[src/rtl/left_shifter_seq.sv]
// Iterative left shifter: applies one log-shift stage (1, 2, 4, 8, 16) per clock.
// Supports logical shift-left and rotate-left, with a carry-out and a start/done handshake.
module left_shifter_seq #(
  parameter int WIDTH  = 32,
  parameter int STAGES = 5
) (
  input  logic              clk,
  input  logic              reset,
  input  logic              start,
  input  logic [WIDTH-1:0]  in,
  input  logic [STAGES-1:0] sha,
  input  logic              op,
  output logic [WIDTH-1:0]  out,
  output logic              carry,
  output logic              busy,
  output logic              done
);

  localparam int CW = $clog2(STAGES);

  localparam logic [1:0] IDLE  = 2'd0;
  localparam logic [1:0] SHIFT = 2'd1;
  localparam logic [1:0] DONE  = 2'd2;

  logic [1:0]        state_reg;
  logic [CW-1:0]     stage_reg;
  logic [WIDTH-1:0]  w_reg;
  logic              c_reg;
  logic [STAGES-1:0] sha_reg;
  logic              op_reg;
  logic [WIDTH-1:0]  out_reg;
  logic              carry_reg;

  logic [WIDTH-1:0]  shl_cand [STAGES];
  logic [WIDTH-1:0]  rol_cand [STAGES];
  logic [STAGES-1:0] cbit_cand;
  logic [STAGES-1:0] stage_hit;

  logic [WIDTH-1:0]  w_next;
  logic              c_next;
  logic              last_stage;

  // Each stage precomputes both shift flavours of the work register; only the
  // stage matching the counter (and enabled by its sha bit) is selected below.
  genvar gi;
  generate
    for (gi = 0; gi < STAGES; gi++) begin : g_stage
      localparam int D = 1 << gi;
      assign shl_cand[gi]  = {w_reg[WIDTH-1-D:0], {D{1'b0}}};
      assign rol_cand[gi]  = {w_reg[WIDTH-1-D:0], w_reg[WIDTH-1:WIDTH-D]};
      assign cbit_cand[gi] = w_reg[WIDTH-D];
      assign stage_hit[gi] = (stage_reg == CW'(gi)) && sha_reg[gi];
    end
  endgenerate

  // The bit leaving position WIDTH-D is also what a rotate wraps into bit 0,
  // so the same carry capture serves both modes.
  always_comb begin
    w_next = w_reg;
    c_next = c_reg;
    for (int i = 0; i < STAGES; i++) begin
      if (stage_hit[i]) begin
        w_next = op_reg ? rol_cand[i] : shl_cand[i];
        c_next = cbit_cand[i];
      end
    end
  end

  assign last_stage = (stage_reg == CW'(STAGES - 1));

  always_ff @(posedge clk) begin
    if (reset) begin
      state_reg <= IDLE;
      stage_reg <= '0;
      w_reg     <= '0;
      c_reg     <= 1'b0;
      sha_reg   <= '0;
      op_reg    <= 1'b0;
      out_reg   <= '0;
      carry_reg <= 1'b0;
    end else begin
      case (state_reg)
        IDLE, DONE: begin
          if (start) begin
            w_reg     <= in;
            sha_reg   <= sha;
            op_reg    <= op;
            c_reg     <= 1'b0;
            stage_reg <= '0;
            state_reg <= SHIFT;
          end else begin
            state_reg <= IDLE;
          end
        end
        SHIFT: begin
          w_reg <= w_next;
          c_reg <= c_next;
          if (last_stage) begin
            out_reg   <= w_next;
            carry_reg <= c_next;
            stage_reg <= '0;
            state_reg <= DONE;
          end else begin
            stage_reg <= stage_reg + CW'(1);
          end
        end
        default: begin
          state_reg <= IDLE;
          stage_reg <= '0;
        end
      endcase
    end
  end

  assign out   = out_reg;
  assign carry = carry_reg;
  assign busy  = (state_reg == SHIFT);
  assign done  = (state_reg == DONE);

endmodule

[config.mk]
export PLATFORM = sky130hd
export DESIGN_NAME = left_shifter_seq
export DESIGN_NICKNAME = d
export VERILOG_FILES = /design/src/rtl/left_shifter_seq.sv
export SDC_FILE = /design/constraint.sdc
export NUM_CORES = 1
export LEC_CHECK = 0
export ABC_AREA = 1
export ABC_CLOCK_PERIOD_IN_PS = 2250
export BUFFER_PORTS_ARGS = -buffer_cell sky130_fd_sc_hd__buf_2
export CORE_MARGIN = 2
export CORE_UTILIZATION = 58
export DETAILED_ROUTE_END_ITERATION = 8
export PLACE_DENSITY = 0.84
export SYNTH_ARGS = -nofsm -noshare
export SYNTH_HDL_FRONTEND = slang
export SYNTH_SLANG_ARGS = --single-unit
export TNS_END_PERCENT = 100
[constraint.sdc]
create_clock -name clk -period 2.25 [get_ports clk]
set_input_delay 0.45 -clock clk [delete_from_list [all_inputs] [get_ports clk]]
set_output_delay 0.45 -clock clk [all_outputs]
set_load 0.02 [all_outputs]
==> flow_results.org <==
** Route
- Dividing the detail-routed wire length by the instance count gives 15.95 um.
- The highest layer touched by signal routing is met4.
- Metal1 wirelength :: 7092 um
- Via density per instance :: 5.692
- Post-detailed-route DRC marker count :: 0
- For this block, the routed nets add up to 16700 um of wire.
- Detailed Routing Iterations Pass 1 :: 7
- Initial DRC count :: 709
- Vias :: 5960
- Routed length on met2 :: 7080 um
- The detail route stage leaves a number of antenna-violating nets equal to 0.
- Wire segments on met3 add up to 1957 um in the final route.

** CTS
- TritonCTS built the clock tree.
- Post-CTS setup buffers :: 0
- The number of clock buffers added by TritonCTS is 9.
- Number of buffers inserted by hold repair at cts :: 0
- Cell chosen for the clock root :: sky130_fd_sc_hd__clkbuf_8
- At the later pin of the worst-skew pair, clock insertion delay measures 0.36 ns.
- Clock Sinks :: 77
- Htree depth :: 3
- Gates resized during post-CTS repair numbered 0.
- Bufs on Longest Clock Path :: 2
- Clock-pin slew was measured on the worst setup and hold paths at 0.09 ns.

** Setup path
- Along the worst path, the maximum fanout reaches 37.
- Arrival time at the worst endpoint :: 1.60 ns
- Register-to-register path setup slack :: 0.22 ns
- Worst path cell trace :: inv_2 -> nor2_2 -> buf_4 -> buf_2
- CP Launch Type :: flip-flop
- In this design, the stage delay of the slowest critical-path cell is 0.43 ns.
- Broken down by cell family, the worst path's largest delay share belongs to buffers and inverters.
- The startpoint identified for the worst register-to-register timing path is stage_reg[0]$_SDFFE_PP0P_.
- Worst r2r dst :: w_reg[4]$_SDFFE_PP0P_
- The worst setup path is captured at an output port.
- Cells on worst reg2reg path :: 12
- Slowest cell on the critical path :: sky130_fd_sc_hd__buf_4
- Buffers & Inverters on Critical Path :: 3
- Setup Crit Path Kind :: flip-flop to output port
- Critical path required time :: 1.80 ns

** GRT
- Antenna violations before repair :: 0
- Largest net degree at the start of global routing :: 54
- Global-route usage over all layers :: 34.75%
- Number of global-route vias before repair :: 5253
- For this run the aggregate overflow at the end of global routing stands at 0.
- The first global-routing pass estimated 26820 um of wire.

** Logic synthesis
- The synthesized design devotes to its leading area cell type 30.17% of total area.
- Of the total synthesized cell area, the portion taken by XOR and XNOR cells is 0%.
- Post-synthesis adder-cell area fraction :: 1.225%
- Summing the areas of all compound-gate instances in the mapped netlist gives 14.35% of the synthesized area.
- Share of synthesized area spent on multiplexers :: 0%
- Cell type with the largest total area after synthesis :: sky130_fd_sc_hd__dfxtp_1
- Number of synthesis warnings :: 0
- Register bit total from synthesis :: 77
- When the netlist entered floorplanning its net count stood at 925.
- Post-Syn Area :: 5109 um2
- After synthesis, the cell types taking the most area are sky130_fd_sc_hd__dfxtp_1, sky130_fd_sc_hd__nand2_1, sky130_fd_sc_hd__nand3_1.
- Average footprint of a synthesized cell :: 5.812 um2
- Main combinational cell family by area after synthesis :: simple AND/OR/NAND/NOR gates
- Synthesis instantiated 26 different standard cells from the library.
- Of the synthesized area, sequential elements account for 30.17%.
- Post-synthesis instance total :: 879
- Simple-gate share of the synthesized area :: 40.83%

** Hold path
- Along the worst hold path, the cell count comes to 3.
- The startpoint identified for the worst hold timing path is sha[1].
- The tightest min-delay check is of the primary input to flip-flop type.
- End of the worst hold path :: sha_reg[1]$_SDFFE_PP0P_

** STA
- Setup repair after global routing left no endpoint under its margin.
- Endpoints failing setup :: 0
- Worst Clk Skew :: 0.01267 ns
- At the pin with the least slew margin, the transition time is 0.6316 ns.
- Adding up every negative setup slack in the final design gives 0 ns.
- Final Hold Slack :: 0.3233 ns
- The max-slew violation count was 0.
- For this run, the top clock speed supported by timing is 0.4876 GHz.
- Post-route fraction of the period consumed by the critical path :: 91.15%
- In this run the tightest slew margin relative to its limit is 57.79%.
- Time the final worst path needs with I/O delays and setup :: 2.051 ns
- The number of hold violations in the final report is 0.

** Placement
- Summing all placed instances gives a cell area of 5585 um2.
- The congestion estimate from routability-driven global placement came to 1.011.
- Count of port buffers added during placement :: 75
- The HPWL after detailed placement is 11650 um.

** Floorplan
- Core footprint :: 8636 um2
- Pin placement for this block handled 76 I/O pins.
- From left edge to right edge, the die measures 97.85 um.
- Initial core utilization :: 59.16%
- Row generation in the floorplan step produced 34 rows.
- Vertical extent of the die :: 97.85 um
- The die covers 9575 um2.

** Finish
- Post-route core utilization :: 67.05%
- Final Cell Area :: 5791 um2
- The area growth from synthesis to layout is 13.35%.
- Antenna Diode Count :: 0
- In the final design database the tool counted 980 nets.
- Fraction of layout instances using a drive strength above 1 :: 13.95%

** Power
- Final Power :: 3.261 mW
- Maximum ir drop on the vdd rail :: 0.0004508 V
- Total leakage power :: 2.752 nW
- In this run the power density over the cells is 563.1 nW/um2.

** Run status
- Outcome :: complete, no violations

** Flow run
- Number of max-capacitance violations reported :: 0
==> per-layer routing <==
layer	global-route usage, %	vias to the layer above
met5	0	-
met4	13.35	0
met3	6.943	54
met2	51.37	399
met1	49.93	2610
li1	-	2897
==> cell type report <==
cell class	instances	area, um2
Timing Repair Buffer	97	603.1
Multi-Input combinational cell	638	2884
Clock buffer	9	123.9
Sequential cell	77	1541
Clock inverter	7	81.33
Fill cell	841	2845
Inverter	111	421.7
Tap cell	108	135.1
==> worst reg2reg max path, delay by kind of cell, from the launching register on <==
family | cells | cell delay (ns)
AOI/OAI and AO/OA | 1 | 0.13
DFF | 1 | 0.38
and+or+nand+nor | 6 | 0.63
buffers and inverters | 4 | 0.50
adders and majority gates | 1 | 0.27
==> per-stage QoR <==
stage | instances | setup slack, ns
3_3_place_gp | 1031 | 0.3499
6_report | 1047 | 0.1991
3_5_place_dp | 1031 | 0.3005
5_1_grt | 1047 | 0.06560
4_1_cts | 1047 | 0.2107
2_1_floorplan | 879 | 0.6269
==> power breakdown <==
part / internal, mW / switching (mW) / total (mW)
registers: 1.42 / 0.0610 / 1.48
logic: 0.217 / 0.442 / 0.659
clock network: 0.530 / 0.590 / 1.12
total: 2.17 / 1.09 / 3.26
==> cell usage after synthesis, drive strengths merged <==
library cell / count
nand2: 312
nand3: 139
inv: 109
o21ai: 84
dfxtp: 77
a21oi: 54
nor2: 38
buf: 30
clkbuf: 23
ha: 5
o211ai: 3
a31oi: 2
clkinv: 2
a211oi: 1
==> logic make-up (layout without fill, tap and decap cells) <==
| family | Yosys count | count (layout) |
|---|---|---|
| fa+ha+maj | 5 | 5 |
| buf+inv | 164 | 224 |
| simple gates | 489 | 489 |
| compound gates | 144 | 144 |
| flops | 77 | 77 |
==> worst max path at each step <==
stage,start,endpoint,slack [ns],depth (start not counted)
floorplan,stage_reg[2]$_SDFFE_PP0P_,out[3]$_SDFFE_PP0P_,0.63,11
global placement,stage_reg[0]$_SDFFE_PP0P_,w_reg[4]$_SDFFE_PP0P_,0.35,12
detailed placement,stage_reg[0]$_SDFFE_PP0P_,w_reg[4]$_SDFFE_PP0P_,0.30,12
CTS,state_reg[0]$_SDFFE_PP0P_,busy,0.21,4
global route,stage_reg[0]$_SDFFE_PP0P_,out[2]$_SDFFE_PP0P_,0.07,14
finish,state_reg[0]$_SDFFE_PP0P_,busy,0.20,4
==> cells in the final DEF, fill, tap and decap left out, types with 2 or more instances in the layout <==
master / count
sky130_fd_sc_hd__clkbuf_8: 9
sky130_fd_sc_hd__inv_6: 2
sky130_fd_sc_hd__o21ai_0: 78
sky130_fd_sc_hd__nand2_1: 309
sky130_fd_sc_hd__nand3_4: 3
sky130_fd_sc_hd__nand2_2: 2
sky130_fd_sc_hd__o21ai_1: 6
sky130_fd_sc_hd__inv_4: 2
sky130_fd_sc_hd__clkinv_4: 2
sky130_fd_sc_hd__buf_4: 17
sky130_fd_sc_hd__nor2_2: 2
sky130_fd_sc_hd__inv_2: 6
sky130_fd_sc_hd__a21oi_1: 54
sky130_fd_sc_hd__nand3_1: 136
sky130_fd_sc_hd__dfxtp_1: 77
sky130_fd_sc_hd__inv_1: 101
sky130_fd_sc_hd__buf_12: 5
sky130_fd_sc_hd__o211ai_1: 3
sky130_fd_sc_hd__nor2_1: 34
sky130_fd_sc_hd__ha_1: 5
sky130_fd_sc_hd__buf_2: 75
sky130_fd_sc_hd__clkinv_1: 2
sky130_fd_sc_hd__a31oi_1: 2
Note: power is estimated with default switching activity, not from simulation.
